[config.mk]
export PLATFORM = sky130hd
export DESIGN_NAME = playerl_ctl
export DESIGN_NICKNAME = d
export VERILOG_FILES = /design/src/rtl/playerl_ctl.sv
export SDC_FILE = /design/constraint.sdc
export NUM_CORES = 1
export LEC_CHECK = 0
export CAP_MARGIN = 40
export CELL_PAD_IN_SITES_DETAIL_PLACEMENT = 0
export CELL_PAD_IN_SITES_GLOBAL_PLACEMENT = 1
export CORE_MARGIN = 2
export CORE_UTILIZATION = 35
export CTS_CLUSTER_SIZE = 16
export DETAILED_ROUTE_END_ITERATION = 6
export PLACE_DENSITY_LB_ADDON = 0.1
export RECOVER_POWER = 25
export SYNTH_ARGS = -nofsm -noshare
export SYNTH_HDL_FRONTEND = slang
export SYNTH_SLANG_ARGS = --single-unit
[constraint.sdc]
create_clock -name clk -period 2.8 [get_ports clk]
set_input_delay 0.28 -clock clk [delete_from_list [all_inputs] [get_ports clk]]
set_output_delay 0.28 -clock clk [all_outputs]
set_load 0.05 [all_outputs]
[src/rtl/playerl_ctl.sv]
// playerl_ctl: once-per-frame motion, guard, thrust and death controller for
// the left player. Game state advances only on the vsync rising-edge tick so
// that every output stays constant for the whole visible frame. A hit pulse
// can arrive on any clock; it is parked in a sticky flag until the next tick.
module playerl_ctl #(
    parameter int X_MAX       = 810,
    parameter int WALK_STEP   = 4,
    parameter int JUMP_H      = 96,
    parameter int JUMP_STEP   = 8,
    parameter int LEG_PERIOD  = 8,
    parameter int SWORD_STEP  = 10,
    parameter int THRUST_LEN  = 24,
    parameter int THRUST_STEP = 4,
    parameter int DEAD_FRAMES = 120
) (
    input  logic        clk,
    input  logic        reset,
    input  logic        vsync_in,
    input  logic        key_left,
    input  logic        key_right,
    input  logic        key_jump,
    input  logic        key_up,
    input  logic        key_down,
    input  logic        key_thrust,
    input  logic        hit_L,
    output logic [11:0] LP_x_pos,
    output logic [11:0] LP_y_pos,
    output logic        change_legs_L,
    output logic [4:0]  LP_sword_pos,
    output logic [11:0] LP_x_sword_pos,
    output logic        dead_L
);

    localparam int DCW = $clog2(DEAD_FRAMES + 1);
    localparam int LCW = $clog2(LEG_PERIOD + 1);

    // 13-bit working constants so sums and differences never wrap silently
    localparam logic [12:0] X_MAX_W       = 13'(X_MAX);
    localparam logic [12:0] WALK_STEP_W   = 13'(WALK_STEP);
    localparam logic [12:0] JUMP_H_W      = 13'(JUMP_H);
    localparam logic [12:0] JUMP_STEP_W   = 13'(JUMP_STEP);
    localparam logic [12:0] THRUST_LEN_W  = 13'(THRUST_LEN);
    localparam logic [12:0] THRUST_STEP_W = 13'(THRUST_STEP);

    localparam logic [11:0] X_MAX_O      = 12'(X_MAX);
    localparam logic [11:0] JUMP_H_O     = 12'(JUMP_H);
    localparam logic [11:0] THRUST_LEN_O = 12'(THRUST_LEN);

    localparam logic [LCW-1:0] LEG_LAST  = LCW'(LEG_PERIOD - 1);
    localparam logic [DCW-1:0] DEAD_LAST = DCW'(DEAD_FRAMES - 1);

    typedef enum logic [2:0] {
        ST_WALK,
        ST_RISE,
        ST_FALL,
        ST_THRUST,
        ST_DEAD
    } state_t;

    state_t         state_reg, state_next;
    logic           vsync_d_reg;
    logic           tick;

    // edge-triggered keys packed as {thrust, down, up, jump}
    logic [3:0]     key_vec;
    logic [3:0]     key_prev_reg;
    logic [3:0]     key_edge;
    logic           jump_edge, up_edge, down_edge, thrust_edge;

    logic           hit_pend_reg, hit_pend_next;
    logic           extend_reg, extend_next;
    logic [LCW-1:0] leg_cnt_reg, leg_cnt_next;
    logic [DCW-1:0] dead_cnt_reg, dead_cnt_next;
    logic [1:0]     guard_reg, guard_next, guard_upd;
    logic [11:0]    x_reg, x_next;
    logic [11:0]    y_reg, y_next;
    logic [11:0]    xs_reg, xs_next;
    logic [4:0]     sword_reg, sword_next;
    logic           legs_reg, legs_next;
    logic           dead_reg, dead_next;

    // position arithmetic, 13 bits wide before clamping to 12
    logic [12:0]    x_wide, x_inc_raw, x_dec_raw;
    logic [11:0]    x_inc, x_dec, x_moved;
    logic           moving;
    logic [12:0]    y_wide, y_up_raw, y_dn_raw;
    logic [11:0]    y_up, y_dn;
    logic [12:0]    xs_wide, xs_ext_raw, xs_ret_raw;
    logic [11:0]    xs_ext, xs_ret;

    assign tick = vsync_in & ~vsync_d_reg;

    assign key_vec     = {key_thrust, key_down, key_up, key_jump};
    assign key_edge    = key_vec & ~key_prev_reg;
    assign jump_edge   = key_edge[0];
    assign up_edge     = key_edge[1];
    assign down_edge   = key_edge[2];
    assign thrust_edge = key_edge[3];

    // Horizontal step: right adds, left subtracts, a borrow out of the
    // 13-bit difference means we would have gone below zero.
    assign x_wide    = {1'b0, x_reg};
    assign x_inc_raw = x_wide + WALK_STEP_W;
    assign x_dec_raw = x_wide - WALK_STEP_W;
    assign x_inc     = (x_inc_raw > X_MAX_W) ? X_MAX_O : x_inc_raw[11:0];
    assign x_dec     = x_dec_raw[12] ? 12'd0 : x_dec_raw[11:0];
    assign x_moved   = (key_right & ~key_left) ? x_inc :
                       (key_left & ~key_right) ? x_dec : x_reg;
    // a clamped step that lands on the same spot is not motion
    assign moving    = (x_moved != x_reg);

    // Vertical jump arithmetic
    assign y_wide    = {1'b0, y_reg};
    assign y_up_raw  = y_wide + JUMP_STEP_W;
    assign y_dn_raw  = y_wide - JUMP_STEP_W;
    assign y_up      = (y_up_raw >= JUMP_H_W) ? JUMP_H_O : y_up_raw[11:0];
    assign y_dn      = y_dn_raw[12] ? 12'd0 : y_dn_raw[11:0];

    // Thrust extension arithmetic
    assign xs_wide    = {1'b0, xs_reg};
    assign xs_ext_raw = xs_wide + THRUST_STEP_W;
    assign xs_ret_raw = xs_wide - THRUST_STEP_W;
    assign xs_ext     = (xs_ext_raw >= THRUST_LEN_W) ? THRUST_LEN_O : xs_ext_raw[11:0];
    assign xs_ret     = xs_ret_raw[12] ? 12'd0 : xs_ret_raw[11:0];

    // Guard level request from this frame's up/down presses, saturating 0..2
    always_comb begin
        guard_upd = guard_reg;
        if (up_edge && !down_edge && guard_reg != 2'd2) begin
            guard_upd = guard_reg + 2'd1;
        end else if (down_edge && !up_edge && guard_reg != 2'd0) begin
            guard_upd = guard_reg - 2'd1;
        end
    end

    // Next-state and next-output logic, evaluated once per frame tick
    always_comb begin
        state_next    = state_reg;
        hit_pend_next = hit_pend_reg;
        extend_next   = extend_reg;
        leg_cnt_next  = leg_cnt_reg;
        dead_cnt_next = dead_cnt_reg;
        guard_next    = guard_reg;
        x_next        = x_reg;
        y_next        = y_reg;
        xs_next       = xs_reg;
        legs_next     = legs_reg;
        dead_next     = dead_reg;

        if (tick) begin
            hit_pend_next = 1'b0;
            if (hit_pend_reg) begin
                // a struck player freezes where he stands
                state_next    = ST_DEAD;
                dead_next     = 1'b1;
                dead_cnt_next = '0;
                xs_next       = 12'd0;
                extend_next   = 1'b0;
            end else begin
                case (state_reg)
                    ST_WALK: begin
                        x_next     = x_moved;
                        guard_next = guard_upd;
                        if (moving) begin
                            if (leg_cnt_reg == LEG_LAST) begin
                                legs_next    = ~legs_reg;
                                leg_cnt_next = '0;
                            end else begin
                                leg_cnt_next = leg_cnt_reg + 1'b1;
                            end
                        end else begin
                            leg_cnt_next = '0;
                            legs_next    = 1'b0;
                        end
                        if (jump_edge) begin
                            state_next = ST_RISE;
                        end else if (thrust_edge) begin
                            state_next  = ST_THRUST;
                            extend_next = 1'b1;
                        end
                    end
                    ST_RISE: begin
                        x_next     = x_moved;
                        guard_next = guard_upd;
                        y_next     = y_up;
                        if (y_up == JUMP_H_O) begin
                            state_next = ST_FALL;
                        end
                    end
                    ST_FALL: begin
                        x_next     = x_moved;
                        guard_next = guard_upd;
                        y_next     = y_dn;
                        if (y_dn == 12'd0) begin
                            state_next = ST_WALK;
                        end
                    end
                    ST_THRUST: begin
                        if (extend_reg) begin
                            xs_next = xs_ext;
                            if (xs_ext == THRUST_LEN_O) begin
                                extend_next = 1'b0;
                            end
                        end else begin
                            xs_next = xs_ret;
                            if (xs_ret == 12'd0) begin
                                state_next = ST_WALK;
                            end
                        end
                    end
                    ST_DEAD: begin
                        if (dead_cnt_reg == DEAD_LAST) begin
                            state_next   = ST_WALK;
                            dead_next    = 1'b0;
                            x_next       = 12'd0;
                            y_next       = 12'd0;
                            guard_next   = 2'd0;
                            legs_next    = 1'b0;
                            leg_cnt_next = '0;
                        end else begin
                            dead_cnt_next = dead_cnt_reg + 1'b1;
                        end
                    end
                    default: begin
                        state_next = ST_WALK;
                    end
                endcase
            end
        end

        // a hit arriving on a tick clock is kept for the following tick
        if (hit_L && state_reg != ST_DEAD && !(tick && hit_pend_reg)) begin
            hit_pend_next = 1'b1;
        end

        sword_next = 5'(int'(guard_next) * SWORD_STEP);
    end

    // Frame-tick edge detector: remembers last clock's vsync level
    always_ff @(posedge clk or posedge reset) begin
        if (reset) begin
            vsync_d_reg <= 1'b0;
        end else begin
            vsync_d_reg <= vsync_in;
        end
    end

    // Per-frame key sampling for press-edge detection
    always_ff @(posedge clk or posedge reset) begin
        if (reset) begin
            key_prev_reg <= 4'b0000;
        end else if (tick) begin
            key_prev_reg <= key_vec;
        end
    end

    // Game-state registers
    always_ff @(posedge clk or posedge reset) begin
        if (reset) begin
            state_reg    <= ST_WALK;
            hit_pend_reg <= 1'b0;
            extend_reg   <= 1'b0;
            leg_cnt_reg  <= '0;
            dead_cnt_reg <= '0;
            guard_reg    <= 2'd0;
            x_reg        <= 12'd0;
            y_reg        <= 12'd0;
            xs_reg       <= 12'd0;
            sword_reg    <= 5'd0;
            legs_reg     <= 1'b0;
            dead_reg     <= 1'b0;
        end else begin
            state_reg    <= state_next;
            hit_pend_reg <= hit_pend_next;
            extend_reg   <= extend_next;
            leg_cnt_reg  <= leg_cnt_next;
            dead_cnt_reg <= dead_cnt_next;
            guard_reg    <= guard_next;
            x_reg        <= x_next;
            y_reg        <= y_next;
            xs_reg       <= xs_next;
            sword_reg    <= sword_next;
            legs_reg     <= legs_next;
            dead_reg     <= dead_next;
        end
    end

    assign LP_x_pos       = x_reg;
    assign LP_y_pos       = y_reg;
    assign change_legs_L  = legs_reg;
    assign LP_sword_pos   = sword_reg;
    assign LP_x_sword_pos = xs_reg;
    assign dead_L         = dead_reg;

endmodule

==> Yosys cells after proc, flatten, opt, wreduce, memory -nomap -nowiden <==
Cells that the tools add are included.
{ "totals": {"ff_bits": 65, "in_bits": 10, "output_inout_bits": 43, "wordCells": 142} }
{ "classes": {"addsub": 10, "mul": 1, "n_lt_le_gt_ge": 3, "n_eq_ne": 22, "mux": 50, "bitwise": 10, "reduce_logical": 32} }
{ "ops": {"columns": ["cell", "count"], "rows": [
  ["2-to-1 mux 12 bit", 12],
  ["one-hot mux 12 bit (3 select lines)", 1],
  ["!= test 3 bit (second input constant)", 9],
  ["adder 12 x 3 -> 13 bit (second input constant)", 2],
  ["subtractor 12 x 3 -> 13 bit (second input constant)", 2],
  ["logical NOT 12 bit", 2],
  ["2-to-1 mux 3 bit", 8],
  ["one-hot mux 12 bit (2 select lines)", 1],
  ["2-to-1 mux 7 bit", 3],
  ["AND reduction 4 bit", 4],
  ["one-hot mux 3 bit (5 select lines)", 1],
  ["nonzero test 2 bit", 7],
  ["adder 12 x 4 -> 13 bit (second input constant)", 1],
  ["greater-or-equal comparator 13 x 5 -> 1 bit (second input constant)", 1],
  ["greater-or-equal comparator 13 x 7 -> 1 bit (second input constant)", 1],
  ["> comparator 13 x 10 -> 1 bit (second input constant)", 1],
  ["subtractor 12 x 4 -> 13 bit (second input constant)", 1],
  ["== test 12 x 5 -> 1 bit (second input constant)", 1],
  ["== test 12 x 7 -> 1 bit (second input constant)", 1],
  ["2-to-1 mux 1 bit", 12],
  ["2-to-1 mux 4 bit", 3],
  ["!= test 12 bit", 1],
  ["2-to-1 mux 2 bit", 5],
  ["one-hot mux 4 bit (2 select lines)", 1],
  ["27 further kinds", 47]
]} }

==> Longest topological paths before layout <==
{ "logic_depth": {"word_depth": 11, "depth_mapped": 11, "mapped_depth_nobuf": 10} }

==> Worst setup path before layout <==
No wires, ideal clock.
{ "synth_path": {"path_type": "register -> register", "start": "reg x_reg[3], in the netlist LP_x_pos[3]", "end": "reg legs_reg, in the netlist change_legs_L", "t_arrival_ns": 2.752, "t_required_ns": 2.656, "path_slack_ns": -0.096, "path_stages_with_launch": 10, "period_less_slack_ns": 2.896, "cell_sequence": "dfrtp_1 > ha_1 > nand4_1 > or4_4 > and2_4 > nor3_2 > a21oi_1 > o41a_1 > o31ai_1 > o31ai_1"} }
{ "synth_between": {"elab_chain_len": 7, "elab_cells_between_ends": 12} }
{ "synth_lines": {"columns": ["element", "line_no", "text"], "rows": [
  ["from (decl)", "75", "logic [11:0] x_reg, x_next;"],
  ["from (signal assigned)", "279", "x_reg <= x_next;"],
  ["adder 12 x 3 -> 13 bit or subtractor 12 x 3 -> 13 bit (tied branches)", "103, 104", null],
  ["> comparator 13 x 10 -> 1 bit or 2-to-1 mux 12 bit (tied branches)", "105, 106", null],
  ["2-to-1 mux 12 bit, on equally long branches", "105, 108", null],
  ["2-to-1 mux 12 bit", "107", "assign x_moved = (key_right & ~key_left) ? x_inc :"],
  ["!= test 12 bit *", "110", "assign moving = (x_moved != x_reg);"],
  ["!= test 3 bit (no line) or 2-to-1 mux 1 bit (tied branches)", null, null],
  ["AND reduction 5 bit (no line) or one-hot mux 1 bit (2 select lines) (tied branches)", null, null],
  ["to (signal assigned)", "283", "legs_reg <= legs_next;"],
  ["to (decl)", "79", "logic legs_reg, legs_next;"]
]} }
Every way passes the cells marked *; elsewhere a longest branch is shown, timed or not.
A chain may end at the register's enable or synchronous reset.

==> Final worst setup path <==
Ends and elaborated chain as after synthesis.

==> summary.txt <==
remaining antenna violation count -> 0
FF-to-FF setup slack -> 0.12 ns
Primary FF master, synth -> dfrtp_1
#FFs+latches synth -> 61
synth-to-layout area growth -> 30.4%
ant diodes -> 0
slew of the pin with the lowest slew margin -> 1.02 ns
first-pass iteration count of the detailed router -> 5
H-Tree Depth -> 3
I/O Pins -> 53
met2 track demand over resource -> 30.6%
worst path required time -> 3.00 ns
Seq/Total Area, Yosys -> 33.3%
Final setup viols -> 0
share of cells above drive strength 1 -> 15.6%
Vias -> 4728
Total GRT Usage -> 20.6%
final worst slack -> 0.116 ns
Startpoint Class -> flip-flop
1st-iter DRT viols -> 338
Die ar. -> 14000 um2
Die Span Y -> 118 um
max cap viols -> 0
Port-buffer cells -> 51
fill count -> 1321
Reg area -> 1530 um2
Netlist cell types -> 76
final instance area -> 5970 um2
global-route wire length before repair -> 23400 um
Num CTS Buffers -> 9
Clock Path Buffers -> 2
row cnt -> 41
Core ar. -> 12700 um2
worst hold path class -> flip-flop to flip-flop
Initial Utilization -> 36.0%
Cell Pwr Density -> 974 nW/um2
Worst-Skew Late Latency -> 0.34 ns
detail-routed via count per cell -> 5.58
Final min period -> 2.68 ns
crit path kind -> flip-flop to flip-flop
hold slack -> 0.466 ns
TritonCTS clock tree -> done
Pleak -> 2.54 nW
VDD IR max -> 0.000336 V
RR Endpoint -> change_legs_L
status -> finished clean
Critical Path AT -> 2.89 ns
root buf cell -> clkbuf_16
ys async rst share -> 100%
DRC -> 0
Tot Pwr -> 5.82 mW
R2R cell count -> 9
total gr overflow -> 0
Endpoint, Worst Hold -> key_prev_reg[0]
synth warn -> 0
hold buffer count at cts -> 0
placed cell area -> 5570 um2
Multi-input gate area -> 2900 um2
M1 GR Usage -> 28.3%
clock tree sinks -> 61
gr busiest metal -> met2
initial antenna violation count -> 0
Final Net Count -> 692
Detailed Place HPWL -> 10600 um
Syn Area/Cell -> 7.82 um2
RePlAce Congestion -> 0.924
grt met3 use -> 3.96%
largest net degree at the start of global routing -> 38
RR Startpoint -> LP_x_pos[3]
Setup crit end kind -> flip-flop
Crit. Startpoint -> LP_x_pos[3]
number of synthesized flops with an enable pin -> 0
normalized max-slew margin -> 31.9%
Post-Syn Nets -> 608
Syn Std Cell Area -> 4580 um2
Detailed Route WL -> 14200 um
synthesized instance count -> 586
crit path max fanout -> 11
die width -> 118 um
number of global-route vias before repair -> 4533
Hold Path Cell Cnt -> 2
Final Max Slew Viols -> 0
Place WS -> 0.0121 ns
fmax -> 373 MHz
routed len/inst -> 16.8 um
endpoints failing hold -> 0
clk slew on worst S/H paths -> 0.06 ns
Final Skew -> 0.00685 ns
fin crit share -> 95.9%
Hold Path Origin -> key_prev_reg[0]
==> worst max path at each step <==
stage | end
floorplan | state_reg[0]
global placement | change_legs_L
detailed placement | change_legs_L
CTS | change_legs_L
global route | change_legs_L
finish | change_legs_L
==> synthesized netlist by cell type, types with 6 or more instances <==
cell type | instances | area share (%)
nand2_1 | 67 | 5.5
dfrtp_1 | 61 | 33
nor2_1 | 60 | 4.9
o21ai_0 | 60 | 6.6
a21oi_1 | 22 | 2.4
clkbuf_1 | 21 | 1.7
inv_1 | 21 | 1.7
nand3_1 | 19 | 2.1
nor3_1 | 17 | 1.9
nand2b_1 | 16 | 2.2
nor2b_1 | 16 | 2.2
and3_1 | 12 | 1.6
ha_1 | 12 | 3.3
o31ai_1 | 12 | 2.0
nand4_1 | 10 | 1.4
xor2_1 | 10 | 1.9
a211oi_1 | 8 | 1.3
buf_2 | 8 | 0.87
o21ai_1 | 8 | 0.87
and2_1 | 6 | 0.82
xnor2_1 | 6 | 1.1
==> layer usage <==
layer	share of wire, %	routed length, um
met1	46	6590
met2	46	6570
met3	4.5	643
met4	2.9	413
met5	0	0
==> final cells by class <==
type                    instances  share of cell area (%)
clock buffers                  10                    4.00
clock inverters                 6                    1.45
inverters                      21                    1.32
multi-input cells             470                    48.5
flip-flops and latches         61                    25.7
well taps                     172                    3.60
repair buffers                107                    15.5
==> power by group <==
part / internal, mW / switching (mW) / total (mW) / leakage (nW)
Clock: 0.801 / 0.428 / 1.23 / 0.158
Sequential: 1.07 / 0.282 / 1.36 / 0.802
Combinational: 1.26 / 1.97 / 3.23 / 1.58
==> worst max-delay path, stage by stage (launching register included) <==
cell and delay [ns]:
dfrtp_2 0.41, buf_4 0.18, and2_1 0.20, or4_4 0.57
and2_4 0.17, nor3_2 0.16, a21oi_1 0.06, o41a_1 0.45
o31ai_2 0.26, o31ai_1 0.10
==> cells in the final DEF, fill, tap and decap left out, drive strengths merged, types with 12 or more instances in the layout <==
cell	n
dfrtp	61
inv	21
nand2	67
nor2	60
o31ai	12
nand2b	16
buf	54
clkbuf	12
nor3	19
nor2b	16
o21ai	68
nand3	19
ha	12
clkdlybuf4s50	49
a21oi	22
and3	12
==> logic make-up (layout without fill, tap and decap cells) <==
logic type,after synthesis,count (layout),synth area share (%)
adders and majority gates,12,12,3.28
muxes,1,1,0.219
and+or+nand+nor,263,263,29.6
buffers and inverters,55,144,5.14
other,1,1,0.0819
xor gates and xnor gates,16,16,3.06
AOI/OAI and AO/OA,177,177,25.3
DFF,61,61,33.3
==> metrics by stage <==
step,instances,setup TNS [ns],util (%)
final,847,0,47.0
after global placement,829,0,43.8
after CTS,845,0,46.4
after detailed placement,829,0,43.8
after floorplan,586,0,-
after global routing,847,-0.0218,47.0
==> what timing repair did <==
item | in CTS | in global routing
setup buffers | 0 | 2
gates resized for setup | 0 | 18
endpoints found under the setup margin | 0 | 6
No activity file was read; power rests on OpenSTA's default activity.
